--- config.mk ---
export PLATFORM = sky130hd
export DESIGN_NAME = fb_writer_flat
export DESIGN_NICKNAME = d
export VERILOG_FILES = /design/src/rtl/fb_writer_if.sv /design/src/rtl/fb_writer.sv /design/src/flat_wrapper.sv
export SDC_FILE = /design/constraint.sdc
export NUM_CORES = 1
export LEC_CHECK = 0
export CELL_PAD_IN_SITES_DETAIL_PLACEMENT = 1
export CELL_PAD_IN_SITES_GLOBAL_PLACEMENT = 1
export CORE_MARGIN = 3
export CORE_UTILIZATION = 43
export CTS_BUF_LIST = sky130_fd_sc_hd__clkbuf_2
export DETAILED_ROUTE_END_ITERATION = 6
export PLACE_DENSITY_LB_ADDON = 0.1
export SLEW_MARGIN = 0
export SYNTH_ARGS = -nofsm -noshare
export SYNTH_HDL_FRONTEND = slang
export SYNTH_SLANG_ARGS = --single-unit
--- constraint.sdc ---
create_clock -name sdram_clk -period 7.1 [get_ports sdram_clk]
set_input_delay 1.42 -clock sdram_clk [delete_from_list [all_inputs] [get_ports sdram_clk]]
set_output_delay 1.42 -clock sdram_clk [all_outputs]
set_load 0.03 [all_outputs]
--- src/rtl/fb_writer_if.sv ---
// Command-side and SDRAM-side bundles for the framebuffer fill engine.
// The master of each bundle drives the request, the slave drives ready/ack.
interface fb_cmd_if;
  logic        cmd_valid;
  logic        cmd_ready;
  logic [13:0] cmd_x;
  logic [13:0] cmd_y;
  logic [13:0] cmd_w;
  logic [13:0] cmd_h;
  logic [15:0] cmd_color;

  modport master (
    output cmd_valid, cmd_x, cmd_y, cmd_w, cmd_h, cmd_color,
    input  cmd_ready
  );

  modport slave (
    input  cmd_valid, cmd_x, cmd_y, cmd_w, cmd_h, cmd_color,
    output cmd_ready
  );
endinterface

interface fb_mem_if;
  logic        fb_wen;
  logic [31:0] fb_addr;
  logic [31:0] fb_data;
  logic [3:0]  fb_mask;
  logic        ram_ack;

  modport master (
    output fb_wen, fb_addr, fb_data, fb_mask,
    input  ram_ack
  );

  modport slave (
    input  fb_wen, fb_addr, fb_data, fb_mask,
    output ram_ack
  );
endinterface

--- src/rtl/fb_writer.sv ---
// Rectangle fill into the RGB565 framebuffer as masked 32-bit word writes; fb_wen rises 2 cycles after accept.
// One write outstanding, held until ram_ack and released before the next; cmd_ready low while busy. FB_WRITER_CLIP_EN clips to the visible area.
module fb_writer #(
  parameter logic [13:0] MAX_WIDTH   = 14'd800,
  parameter logic [13:0] MAX_HEIGHT  = 14'd480,
  parameter logic [13:0] ADDRESS_DIF = MAX_WIDTH / 14'd2
) (
  input  logic     sdram_clk,
  input  logic     reset,
  fb_cmd_if.slave  cmd,
  fb_mem_if.master mem,
  output logic     busy,
  output logic     fill_done
);

  typedef enum logic [2:0] {
    S_IDLE,
    S_SETUP,
    S_REQ,
    S_RELEASE,
    S_DONE
  } state_t;

  typedef struct packed {
    logic [13:0] x;
    logic [13:0] y;
    logic [13:0] w;
    logic [13:0] h;
    logic [15:0] color;
  } fill_cmd_t;

  state_t      state_q, state_d;
  fill_cmd_t   cmd_q, cmd_d, cmd_in;
  logic [13:0] line_q, line_d;
  logic [14:0] wi_q, wi_d;
  logic [31:0] addr_q, addr_d;
  logic [31:0] data_q, data_d;
  logic [3:0]  mask_q, mask_d;
  logic        cmd_ready_q, cmd_ready_d;

  logic [15:0] x_last;
  logic [14:0] wi_first, wi_last, wi_next;
  logic [14:0] cur_y;
  logic [31:0] line_base;
  logic        line_more;

  // Byte enables for word wi given the inclusive pixel span [x, xl].
  function automatic logic [3:0] word_mask(input logic [14:0] wi,
                                           input logic [13:0] x,
                                           input logic [15:0] xl);
    logic [15:0] even_col;
    logic [15:0] odd_col;
    logic        even_in;
    logic        odd_in;
    even_col = {wi, 1'b0};
    odd_col  = {wi, 1'b1};
    even_in  = (even_col >= {2'b00, x}) && (even_col <= xl);
    odd_in   = (odd_col  >= {2'b00, x}) && (odd_col  <= xl);
    return {even_in, even_in, odd_in, odd_in};
  endfunction

  always_comb begin
    cmd_in.x     = cmd.cmd_x;
    cmd_in.y     = cmd.cmd_y;
    cmd_in.w     = cmd.cmd_w;
    cmd_in.h     = cmd.cmd_h;
    cmd_in.color = cmd.cmd_color;
`ifdef FB_WRITER_CLIP_EN
    if (cmd.cmd_x >= MAX_WIDTH) begin
      cmd_in.w = '0;
    end else if (cmd.cmd_w > MAX_WIDTH - cmd.cmd_x) begin
      cmd_in.w = MAX_WIDTH - cmd.cmd_x;
    end
    if (cmd.cmd_y >= MAX_HEIGHT) begin
      cmd_in.h = '0;
    end else if (cmd.cmd_h > MAX_HEIGHT - cmd.cmd_y) begin
      cmd_in.h = MAX_HEIGHT - cmd.cmd_y;
    end
`endif
  end

  // Without clipping, the span may run past the line end; word indices then
  // simply continue into the following line's words.
  always_comb begin
    x_last    = {2'b00, cmd_q.x} + {2'b00, cmd_q.w} - 16'd1;
    wi_first  = {1'b0, cmd_q.x[13:1]};
    wi_last   = x_last[15:1];
    wi_next   = wi_q + 15'd1;
    cur_y     = {1'b0, cmd_q.y} + {1'b0, line_q};
    line_base = {17'd0, cur_y} * {18'd0, ADDRESS_DIF};
    line_more = ({1'b0, line_q} + 15'd1) < {1'b0, cmd_q.h};
  end

  always_comb begin
    state_d = state_q;
    cmd_d   = cmd_q;
    line_d  = line_q;
    wi_d    = wi_q;
    addr_d  = addr_q;
    data_d  = data_q;
    mask_d  = mask_q;

    unique case (state_q)
      S_IDLE: begin
        if (cmd.cmd_valid && cmd_ready_q) begin
          cmd_d   = cmd_in;
          line_d  = '0;
          state_d = S_SETUP;
        end
      end
      S_SETUP: begin
        if ((cmd_q.w == '0) || (cmd_q.h == '0)) begin
          state_d = S_DONE;
        end else begin
          addr_d  = line_base + {17'd0, wi_first};
          data_d  = {cmd_q.color, cmd_q.color};
          wi_d    = wi_first;
          mask_d  = word_mask(wi_first, cmd_q.x, x_last);
          state_d = S_REQ;
        end
      end
      S_REQ: begin
        if (mem.ram_ack) begin
          state_d = S_RELEASE;
        end
      end
      S_RELEASE: begin
        if (!mem.ram_ack) begin
          if (wi_q != wi_last) begin
            wi_d    = wi_next;
            addr_d  = addr_q + 32'd1;
            mask_d  = word_mask(wi_next, cmd_q.x, x_last);
            state_d = S_REQ;
          end else if (line_more) begin
            line_d  = line_q + 14'd1;
            state_d = S_SETUP;
          end else begin
            state_d = S_DONE;
          end
        end
      end
      S_DONE: begin
        state_d = S_IDLE;
      end
      default: begin
        state_d = S_IDLE;
      end
    endcase

    cmd_ready_d = (state_d == S_IDLE);
  end

  always_ff @(posedge sdram_clk) begin
    if (reset) begin
      state_q     <= S_IDLE;
      cmd_q       <= '0;
      line_q      <= '0;
      wi_q        <= '0;
      addr_q      <= '0;
      data_q      <= '0;
      mask_q      <= '0;
      cmd_ready_q <= 1'b0;
    end else begin
      state_q     <= state_d;
      cmd_q       <= cmd_d;
      line_q      <= line_d;
      wi_q        <= wi_d;
      addr_q      <= addr_d;
      data_q      <= data_d;
      mask_q      <= mask_d;
      cmd_ready_q <= cmd_ready_d;
    end
  end

  assign cmd.cmd_ready = cmd_ready_q;
  assign mem.fb_wen    = (state_q == S_REQ);
  assign mem.fb_addr   = addr_q;
  assign mem.fb_data   = data_q;
  assign mem.fb_mask   = mask_q;
  assign busy          = (state_q != S_IDLE);
  assign fill_done     = (state_q == S_DONE);

endmodule

--- src/flat_wrapper.sv ---
// flat-port wrapper written by rule: the top's interface ports become plain ports
module fb_writer_flat 
#(
  parameter logic [13:0] MAX_WIDTH   = 14'd800,
  parameter logic [13:0] MAX_HEIGHT  = 14'd480,
  parameter logic [13:0] ADDRESS_DIF = MAX_WIDTH / 14'd2
)
  (sdram_clk, reset, busy, fill_done, cmd_cmd_valid, cmd_cmd_x, cmd_cmd_y, cmd_cmd_w, cmd_cmd_h, cmd_cmd_color, cmd_cmd_ready, mem_fb_wen, mem_fb_addr, mem_fb_data, mem_fb_mask, mem_ram_ack);
  fb_cmd_if cmd_i ();
  fb_mem_if mem_i ();
  input  logic sdram_clk;
  input  logic reset;
  output logic busy;
  output logic fill_done;
  input wire logic [$bits(cmd_i.cmd_valid)-1:0] cmd_cmd_valid;
  input wire logic [$bits(cmd_i.cmd_x)-1:0] cmd_cmd_x;
  input wire logic [$bits(cmd_i.cmd_y)-1:0] cmd_cmd_y;
  input wire logic [$bits(cmd_i.cmd_w)-1:0] cmd_cmd_w;
  input wire logic [$bits(cmd_i.cmd_h)-1:0] cmd_cmd_h;
  input wire logic [$bits(cmd_i.cmd_color)-1:0] cmd_cmd_color;
  output wire logic [$bits(cmd_i.cmd_ready)-1:0] cmd_cmd_ready;
  output wire logic [$bits(mem_i.fb_wen)-1:0] mem_fb_wen;
  output wire logic [$bits(mem_i.fb_addr)-1:0] mem_fb_addr;
  output wire logic [$bits(mem_i.fb_data)-1:0] mem_fb_data;
  output wire logic [$bits(mem_i.fb_mask)-1:0] mem_fb_mask;
  input wire logic [$bits(mem_i.ram_ack)-1:0] mem_ram_ack;
  assign cmd_i.cmd_valid = cmd_cmd_valid;
  assign cmd_i.cmd_x = cmd_cmd_x;
  assign cmd_i.cmd_y = cmd_cmd_y;
  assign cmd_i.cmd_w = cmd_cmd_w;
  assign cmd_i.cmd_h = cmd_cmd_h;
  assign cmd_i.cmd_color = cmd_cmd_color;
  assign cmd_cmd_ready = cmd_i.cmd_ready;
  assign mem_fb_wen = mem_i.fb_wen;
  assign mem_fb_addr = mem_i.fb_addr;
  assign mem_fb_data = mem_i.fb_data;
  assign mem_fb_mask = mem_i.fb_mask;
  assign mem_i.ram_ack = mem_ram_ack;
  fb_writer #(.MAX_WIDTH(MAX_WIDTH), .MAX_HEIGHT(MAX_HEIGHT), .ADDRESS_DIF(ADDRESS_DIF)) u_core (.sdram_clk(sdram_clk), .reset(reset), .cmd(cmd_i), .mem(mem_i), .busy(busy), .fill_done(fill_done));
endmodule
Word-level counts from Yosys, hierarchy flattened
Index checks and enable logic that the tools add are counted.

word-level totals
  output and inout port bits = 72
  bits of input ports = 76
  register bits after elaboration = 173

cells by class
  bitwise logic cells = 1
  order comparisons = 9
  reduce and logical (&&, ||, !) cells = 17
  $mul = 1
  muxes and demuxes = 24
  eq/ne operators = 11
  $add $sub $neg = 8

operators by type and width
  cell                                                                  count
  32-bit two-way mux                                                    3
  32-bit one-hot mux with 2 select lines                                1
  14-bit two-way mux                                                    4
  15-bit two-way mux                                                    3
  32-bit by 1-bit adder with 32-bit output, second input constant       1
  16-bit by 14-bit greater-or-equal comparator with 1-bit output        2
  14-bit by 16-bit <= comparator with 1-bit output                      2
  16-bit <= comparator                                                  2
  14-bit by 14-bit adder with 15-bit output                             2
  15-bit one-hot mux with 2 select lines                                1
  14-bit greater-or-equal comparator                                    2
  14-bit logical NOT                                                    2
  14-bit one-hot mux with 2 select lines                                1
  24-bit by 13-bit adder with 25-bit output                             1
  15-bit by 5-bit multiplier with 20-bit output, second input constant  1
  3-bit two-way mux                                                     6
  16-bit by 1-bit subtractor with 16-bit output, second input constant  1
  14-bit by 1-bit adder with 15-bit output, second input constant       1
  15-bit by 1-bit adder with 15-bit output, second input constant       1
  15-bit by 14-bit less-than comparator with 1-bit output               1
  15-bit != test                                                        1
  14-bit by 1-bit adder with 14-bit output, second input constant       1
  4-bit two-way mux                                                     3
  3-bit one-hot mux with 4 select lines                                 1
  other kinds (15)                                                      27

Logic depth before layout (Yosys ltp)
Gate-level depths: netlist of run 1.

  word-level depth = 7
  gate-level depth with buffers = 29

Worst setup path before layout of run 1
OpenSTA, ideal clock, no wires.

  path kind = register to register
  from = reg u_core.line_q[0]
  to = reg u_core.addr_q[24] (netlist: u_core.mem.fb_addr[24])
  slack = 0.777 ns
  path buffers = 1
  library setup time = 0.065 ns
  data arrival time = 6.258 ns
  cell stages (with the launch flop) = 30
  period minus slack after synthesis = 6.323 ns
  cell sequence = dfxtp_1 ha_1 fa_1 a21oi_1 nor2_1 nor2_1 o21bai_1 a21oi_1 o21bai_1 a21oi_1 o21bai_1 a21oi_1 xnor2_1 ha_1 ha_1 inv_1 fa_1 inv_1 ha_1 clkbuf_1 nand3b_1 a211o_1 o311a_1 nor4_1 nand2_1 or4b_2 and4b_1 nor2_1 a2bb2oi_1 nor2_1

between the ends
  word-level cells in the longest chain between the ends = 5

ends and longest elaborated chain
  item                                           line              source
  start, declared                                fb_writer.sv:34   logic [13:0] line_q, line_d;
  start signal, assigned                         fb_writer.sv:166  line_q <= line_d;
  14-bit by 14-bit adder with 15-bit output      fb_writer.sv:89   cur_y = {1'b0, cmd_q.y} + {1'b0, line_q};
  15-bit by 5-bit multiplier with 20-bit output  fb_writer.sv:90   line_base = {17'd0, cur_y} * {18'd0, ADDRESS_DIF};
  24-bit by 13-bit adder with 25-bit output      fb_writer.sv:115  addr_d = line_base + {17'd0, wi_first};
  32-bit two-way mux                             fb_writer.sv:112  if ((cmd_q.w == '0) || (cmd_q.h == '0)) begin
  32-bit one-hot mux with 2 select lines         fb_writer.sv:103  unique case (state_q)
  end signal, assigned                           fb_writer.sv:168  addr_q <= addr_d;
  end, declared                                  fb_writer.sv:36   logic [31:0] addr_q, addr_d;

No other way between the ends. The select of a mux whose other input is x is not followed.
A chain may end at the register's enable or synchronous reset.

Final worst setup path of run 1
Same ends and word-level chain as after synthesis.

==> results of run 1 <==
## stage by stage
step / setup TNS (ns) / power, W / setup slack [ns] / cell area (sq um) / hold WS, ns
floorplan: 0 / 0.00159 / 0.777 / 12500 / 0.432
global placement: 0 / 0.00185 / 0.477 / 14100 / 0.438
detailed placement: 0 / 0.00188 / 0.235 / 14100 / 0.448
CTS: 0 / 0.00243 / 0.183 / 14300 / 0.448
global route: -0.0348 / 0.00257 / -0.0348 / 14300 / 0.475
finish: 0 / 0.00241 / 0.435 / 14300 / 0.450
## logic make-up after synthesis
logic type / after synthesis
AND/OR/NAND/NOR: 594
XOR/XNOR: 109
buffers and inverters: 187
flip-flops: 155
multiplexers: 13
adder cells (fa/ha/maj): 158
AO/OA/AOI/OAI: 413
## worst paths after layout
kind | startpoint | end | slack, ns
hold reg to reg | u_core.cmd_q[7] | u_core.mem.fb_data[23] | 0.45
setup / recovery | u_core.line_q[0] | u_core.mem.fb_addr[24] | 0.44
hold / removal | u_core.cmd_q[7] | u_core.mem.fb_data[23] | 0.45
setup reg to reg | u_core.line_q[0] | u_core.mem.fb_addr[24] | 0.44
## layout by cell type (no fill, tap or decap), types with 15 or more instances in the layout
cell	count
clkdlybuf4s50_1	146
dfxtp_1	154
nand2_1	269
o21a_1	15
nand2b_1	15
nor2_1	94
a21oi_1	187
nand4_1	31
nand3_1	44
a21o_1	25
a211oi_1	22
xnor2_1	65
clkbuf_2	17
buf_4	15
and3_1	24
inv_1	99
ha_1	146
o21ai_0	71
nor3_1	32
xor2_1	39
## worst reg2reg max path, delay by kind of cell, from the launching register on
kind | cells | cell delay, ns
adder cells (fa/ha/maj) | 6 | 2.16
AND/OR/NAND/NOR | 9 | 1.96
flip-flops | 1 | 0.43
XOR/XNOR | 1 | 0.19
buffers and inverters | 2 | 0.09
AO/OA/AOI/OAI | 10 | 1.83
## cell usage after synthesis, drive strengths merged (7+ instances only)
library cell	number	area share, %
a211o	7	0.49
a211oi	23	1.4
a21o	25	1.5
a21oi	194	7.9
a221oi	7	0.49
a31oi	10	0.50
and2	9	0.45
and3	25	1.3
buf	30	1.8
clkbuf	58	1.7
dfxtp	155	25
fa	12	1.9
ha	146	15
inv	99	3.0
mux2i	9	0.72
nand2	270	8.1
nand2b	15	0.75
nand3	45	1.8
nand4	32	1.7
nor2	95	2.9
nor2b	14	0.70
nor3	32	1.3
nor4	15	0.75
o211ai	8	0.48
o21a	15	0.90
o21ai	74	3.0
o21bai	10	0.60
or3	11	0.55
xnor2	66	4.7
xor2	40	2.9
## layer usage
metal / global-route usage [%] / wire (um)
met1: 30.0 / 17100
met2: 49.1 / 21400
met3: 3.78 / 1170
met4: 7.36 / 964
met5: 0 / 0
## power breakdown
part / internal, W / total [W] / switching (W)
logic: 0.000358 / 0.000911 / 0.000553
registers: 0.000913 / 0.000965 / 0.0000521
clock network: 0.000114 / 0.000533 / 0.000419
total: 0.00139 / 0.00241 / 0.00102
## flip-flops by register name, indices dropped and copies added (netlist names)
name,cells
u_core.cmd.cmd_ready,1
u_core.cmd_q,72
u_core.line_q,14
u_core.mem.fb_addr,32
u_core.mem.fb_data,16
u_core.mem.fb_mask,2
u_core.state_q,3
u_core.wi_q,15
## final cells by class
cell class,count,area share [%]
diodes,1,0.0174
clock buffers,17,0.593
clock inverters,15,1.06
inverters,99,2.59
multi-input cells,1287,59.8
flip-flops and latches,155,21.6
well taps,378,3.30
repair buffers,161,11.0
## timing repair
action | 4_1_cts | 5_1_grt
gates resized for setup | 0 | 6
setup endpoints to repair | 0 | 3
buffers inserted | 0 | 1
==> impl_summary.log, run 1 <==
[metrics] number of synthesized flops with an enable pin: 0
[metrics] Boundary Pins: 148
[metrics] Synth Instances: 1629
[metrics] wire length reported by the detailed router: 40.6 mm
[metrics] drt via density: 5.72
[metrics] Hold Violations, Final: 0
[metrics] drt pass-1 iters: 5
[metrics] residual antenna-violating net count after detailed routing: 0
[metrics] number of standard-cell rows in the floorplan: 61
[metrics] simple-gate area share of the yosys netlist: 22.4%
[metrics] number of clock sinks: 155
[metrics] most frequently used flop master after synthesis: dfxtp_1
[metrics] Starting Density: 44.3%
[metrics] power density relative to cell area: 168 nW/um^2
[metrics] drt wl/cell: 19.2 um
[metrics] worst-case reg-to-reg path depth: 28
[metrics] Tightest Pin Transition: 0.995 ns
[metrics] delay of the slowest cell on the worst path: 0.71 ns
[metrics] Yosys warnings: 0
[metrics] worst hold path depth: 2
[metrics] Crit Path Max Fanout: 8
[metrics] antenna violations before repair: 1
[metrics] instance count on the critical path: 28
[metrics] maximum clock skew at final layout: 0.0407 ns
[metrics] max-cap check violation count: 0
[metrics] kind of cell adding the most delay to the critical path: adder cells
[metrics] worst voltage drop across the vdd grid: 0.133 mV
[metrics] Inserted Clock Buffers: 17
[metrics] total number of vias: 12100
[metrics] main combinational cell family by area after synthesis: simple AND/OR/NAND/NOR gates
[metrics] static leakage: 6.03 nW
[metrics] core box area: 28200 sq um
[metrics] WP data required: 7.89 ns
[metrics] GP Congestion: 0.848
[metrics] register area: 3100 sq um
[metrics] clock transition at the register clock pins on the worst setup and hold paths after CTS: 0.30 ns
[metrics] Synth Area in Compound Gates: 20.4%
[metrics] detailed-placement wirelength estimate: 31.1 mm
[metrics] xor-xnor portion of the synthesized cell area: 8.11%
[metrics] Critical path buffers and inverters: 2
[metrics] Overall Global Routing Usage: 25.9%
[metrics] # port buffers: 147
[metrics] setup violators final: 0
[metrics] crit share post-route: 93.9%
[metrics] fraction of layout instances using a drive strength above 1: 4.90%
[metrics] register area share after synthesis: 24.9%
[metrics] CTS H-tree depth: 4
[metrics] insertion delay to the later sink of the worst-skew pair: 0.83 ns
[metrics] Peak Freq: 150 MHz
[metrics] post-synth design cell area: 12500 sq um
[metrics] synthesized net count: 1863
[metrics] Distinct cells, synth: 83
[metrics] type of element capturing the critical path: flop
[metrics] vias in the first global route: 12400
[metrics] wire length of the first global-routing pass: 64.9 mm
[metrics] Cells after DPL: 2079
[metrics] Crit-path slowest cell: or4b_2
[metrics] relative slew slack: 33.5%
[metrics] arrival time reported for the critical path endpoint: 7.45 ns
[metrics] fraction of synthesized area in multiplexers: 1.08%
[metrics] number of buffers inserted by hold repair at cts: 0
[metrics] residual overflow from global routing: 0
[metrics] mean post-synth cell area: 7.66 sq um
[metrics] Final min period: 6.66 ns
[metrics] die extent in y: 176 um
[metrics] status: finished, final reports clean
[metrics] crit start category: flop
[metrics] maximum number of pins on one net before global-route repair: 82
[metrics] floorplan die width: 176 um
[metrics] number of fill cells: 3508
[metrics] number of standard cells in the layout, taps in and fillers out: 2113
[metrics] clock root buffer: clkbuf_2
[metrics] Die Outline Area: 31100 sq um
[metrics] adder-cell area share of the yosys netlist: 16.6%
[metrics] worst setup path class: flop to flop
[metrics] share of the core filled with cells: 50.9%
[metrics] Tightest Hold Check Type: flop to flop
[metrics] total DRC errors in the routed layout: 0
[metrics] initial detailed-routing violation count: 642
[metrics] Max Slew Vio Count: 0
[metrics] Layout area overhead: 15.0%
[metrics] number of nets at the end of the flow: 1955
[metrics] flip-flop and latch count after synthesis: 155
[metrics] Synth async-reset ratio: 0%
[metrics] Longest Clk Path Bufs: 2
[metrics] CTS tree: done
[metrics] area of the multi-input gates: 8590 sq um
Power figures use the tool's default switching activity.
==> run 2, diff against run 1 <==
CELL_PAD_IN_SITES_DETAIL_PLACEMENT = 0   (was 1)
CELL_PAD_IN_SITES_GLOBAL_PLACEMENT = 2   (was 1)
CORE_UTILIZATION = 34   (was 43)
==> run 2 against run 1 <==
  * Sequential share of layout area down 0.22 points
  * Cell count up 4.1%
  * Sequential cell count unchanged
  * Combinational power down 1%
  * Wire length down 1.7%
  * First-iteration DRC count down 14%
  * Maximum frequency down 0.38%
  * Die area up 26%
  * Total power up 0.49%
  * Global-route usage down 5.4 points
  * Via count down 4.9%
  * Count of clock-buffer cells in the layout unchanged
==> impl_summary.log, run 2 (same netlist as run 1, synthesis figures left out) <==
[metrics] delay of the slowest cell on the worst path: 0.70 ns (was 0.71 ns)
[metrics] Hold Violations, Final: 0 (unchanged)
[metrics] Overall Global Routing Usage: 20.4% (was 25.9%)
[metrics] Cells after DPL: 2166 (was 2079)
[metrics] power density relative to cell area: 167 nW/um^2 (was 168 nW/um^2)
[metrics] Longest Clk Path Bufs: 2 (unchanged)
[metrics] Crit Path Max Fanout: 8 (unchanged)
[metrics] worst setup path class: flop to flop (unchanged)
[metrics] crit share post-route: 94.2% (was 93.9%)
[metrics] die extent in y: 198 um (was 176 um)
[metrics] maximum clock skew at final layout: 0.0641 ns (was 0.0407 ns)
[metrics] Tightest Pin Transition: 1.03 ns (was 0.995 ns)
[metrics] setup violators final: 0 (unchanged)
[metrics] share of the core filled with cells: 40.5% (was 50.9%)
[metrics] wire length reported by the detailed router: 39.9 mm (was 40.6 mm)
[metrics] total DRC errors in the routed layout: 0 (unchanged)
[metrics] vias in the first global route: 11300 (was 12400)
[metrics] status: finished, final reports clean (unchanged)
[metrics] Net Switching: 0.00100 W (was 0.00102 W)
[metrics] relative slew slack: 29.2% (was 33.5%)
[metrics] register area: 3100 sq um (unchanged)
[metrics] portion of total power attributed to the clock network: 23.1% (was 22.1%)
[metrics] highest-count cells in the layout ignoring fill and taps: nand2_1, a21oi_1, dfxtp_1 (unchanged)
[metrics] number of fill cells: 3810 (was 3508)
[metrics] kind of cell adding the most delay to the critical path: adder cells (unchanged)
[metrics] Inserted Clock Buffers: 17 (unchanged)
[metrics] clock root buffer: clkbuf_2 (unchanged)
[metrics] max-cap check violation count: 0 (unchanged)
[metrics] Layout area overhead: 16.2% (was 15.0%)
[metrics] drt wl/cell: 18.1 um (was 19.2 um)
[metrics] initial detailed-routing violation count: 549 (was 642)
[metrics] number of standard cells in the layout, taps in and fillers out: 2200 (was 2113)
[metrics] Max Slew Vio Count: 0 (unchanged)
[metrics] internal power summed over all cells: 0.00142 W (was 0.00139 W)
[metrics] detailed-placement wirelength estimate: 30.6 mm (was 31.1 mm)
[metrics] setup repair after global routing missed its margin: false
[metrics] fraction of layout instances using a drive strength above 1: 4.95% (was 4.90%)
[metrics] drt pass-1 iters: 5 (unchanged)
[metrics] register with the most flip-flops: u_core.cmd_q (unchanged)
[metrics] floorplan die width: 198 um (was 176 um)
[metrics] insertion delay to the later sink of the worst-skew pair: 0.85 ns (was 0.83 ns)
[metrics] CTS tree: done (unchanged)
[metrics] worst voltage drop across the vdd grid: 0.123 mV (was 0.133 mV)
[metrics] Tightest Hold Check Type: flop to flop (unchanged)
[metrics] type of element capturing the critical path: flop (unchanged)
[metrics] core box area: 35800 sq um (was 28200 sq um)
[metrics] wire length of the first global-routing pass: 63.1 mm (was 64.9 mm)
[metrics] most common library cell in the layout ignoring fill and taps: nand2_1 (unchanged)
[metrics] sequential fraction of design power: 39.8% (was 40.1%)
[metrics] Critical path buffers and inverters: 2 (unchanged)
[metrics] number of standard-cell rows in the floorplan: 69 (was 61)
[metrics] Peak Freq: 149 MHz (was 150 MHz)
[metrics] combinational share of power: 37.1% (was 37.8%)
[metrics] area of the multi-input gates: 8570 sq um (was 8590 sq um)
[metrics] worst hold slack: 0.470 ns (was 0.450 ns)
[metrics] final setup TNS: 0 ns (unchanged)
[metrics] maximum number of pins on one net before global-route repair: 75 (was 82)
[metrics] Largest register FFs: 72 (unchanged)
[metrics] sw frac: 41.3% (was 42.5%)
[metrics] CTS H-tree depth: 4 (unchanged)
[metrics] drt via density: 5.22 (was 5.72)
[metrics] # port buffers: 147 (unchanged)
[metrics] total number of vias: 11500 (was 12100)
[metrics] number of nets at the end of the flow: 1959 (was 1955)
[metrics] clock transition at the register clock pins on the worst setup and hold paths after CTS: 0.31 ns (was 0.30 ns)
[metrics] residual overflow from global routing: 0 (unchanged)
[metrics] number of clock sinks: 155 (unchanged)
[metrics] Die Outline Area: 39000 sq um (was 31100 sq um)
[metrics] Final min period: 6.69 ns (was 6.66 ns)
[metrics] WP data required: 7.93 ns (was 7.89 ns)
[metrics] Crit-path slowest cell: or4b_2 (unchanged)
[metrics] static leakage: 6.06 nW (was 6.03 nW)
[metrics] GP Congestion: 0.802 (was 0.848)
[metrics] arrival time reported for the critical path endpoint: 7.52 ns (was 7.45 ns)
[metrics] Boundary Pins: 148 (unchanged)
[metrics] crit start category: flop (unchanged)
[metrics] antenna violations before repair: 1 (unchanged)
[metrics] Starting Density: 34.8% (was 44.3%)
[metrics] residual antenna-violating net count after detailed routing: 0 (unchanged)
[run 2: cell types whose count changed in the layout (fill, tap and decap cells not counted), sizes merged]
| cell | before | now |
|---|---|---|
| buf | 15 | 19 |
| inv | 107 | 108 |
| bufinv | 0 | 1 |
| clkinv | 6 | 4 |
[run 2: power groups by stage]
| stage | clock network (W) | logic [W] | registers [W] |
|---|---|---|---|
| after floorplan | 0 | 0.000621 | 0.000973 |
| after detailed placement | 0 | 0.000902 | 0.000980 |
| after CTS | 0.000588 | 0.000910 | 0.000965 |
| after global placement | 0 | 0.000899 | 0.000980 |
| final | 0.000560 | 0.000898 | 0.000963 |
| after global routing | 0.000616 | 0.00101 | 0.000971 |
[run 2: area by class of cell]
type	count	area share (%)
antenna	1	0.0173
clock buffer	17	0.587
clock inverter	15	1.20
inverter	99	2.56
multi-input combinational	1287	59.2
sequential	155	21.4
tap	461	3.98
timing repair buffer	165	11.1
[run 2: tightest hold or removal path: stages, from the launching register on]
cell,delay (ns)
dfxtp_1,0.38
nand2_1,0.05
a21oi_1,0.05
[run 2: routing by layer]
metal | GRT usage, % | vias to the layer above | routed length, um | part of all wire (%)
met2 | 37.4 | 146 | 20400 | 51
met3 | 2.97 | 26 | 1000 | 2.5
li1 | - | 5903 | - | -
met1 | 25.6 | 5416 | 18000 | 45
met4 | 4.09 | 0 | 505 | 1.3
met5 | 0 | - | 0 | 0
[run 2: per-stage QoR]
| step | cell area [sq um] | power (W) | setup WS, ns |
|---|---|---|---|
| floorplan | 12500 | 0.00159 | 0.777 |
| global placement | 14200 | 0.00188 | 0.424 |
| detailed placement | 14200 | 0.00188 | 0.240 |
| CTS | 14500 | 0.00246 | 0.167 |
| global route | 14500 | 0.00260 | 0.00442 |
| finish | 14500 | 0.00242 | 0.410 |
[run 2: worst paths after layout]
kind | startpoint | to | slack, ns | cells past startpoint
max | u_core.line_q[0] | u_core.mem.fb_addr[24] | 0.41 | 28
min | u_core.cmd_q[3] | u_core.mem.fb_data[19] | 0.47 | 2
max reg2reg | u_core.line_q[0] | u_core.mem.fb_addr[24] | 0.41 | 28
min reg2reg | u_core.cmd_q[3] | u_core.mem.fb_data[19] | 0.47 | 2
[run 2: timing repair]
item                       CTS  global route
hold buffers                 0             0
resized for setup            0             3
setup buffers                0             1
setup endpoints to repair    0             3
==> run 3, diff against run 2 <==
CTS_CLUSTER_DIAMETER = 150   (was unset)
==> results of run 3 <==
No change in the layout: final DEF, timing and power equal those of run 2.
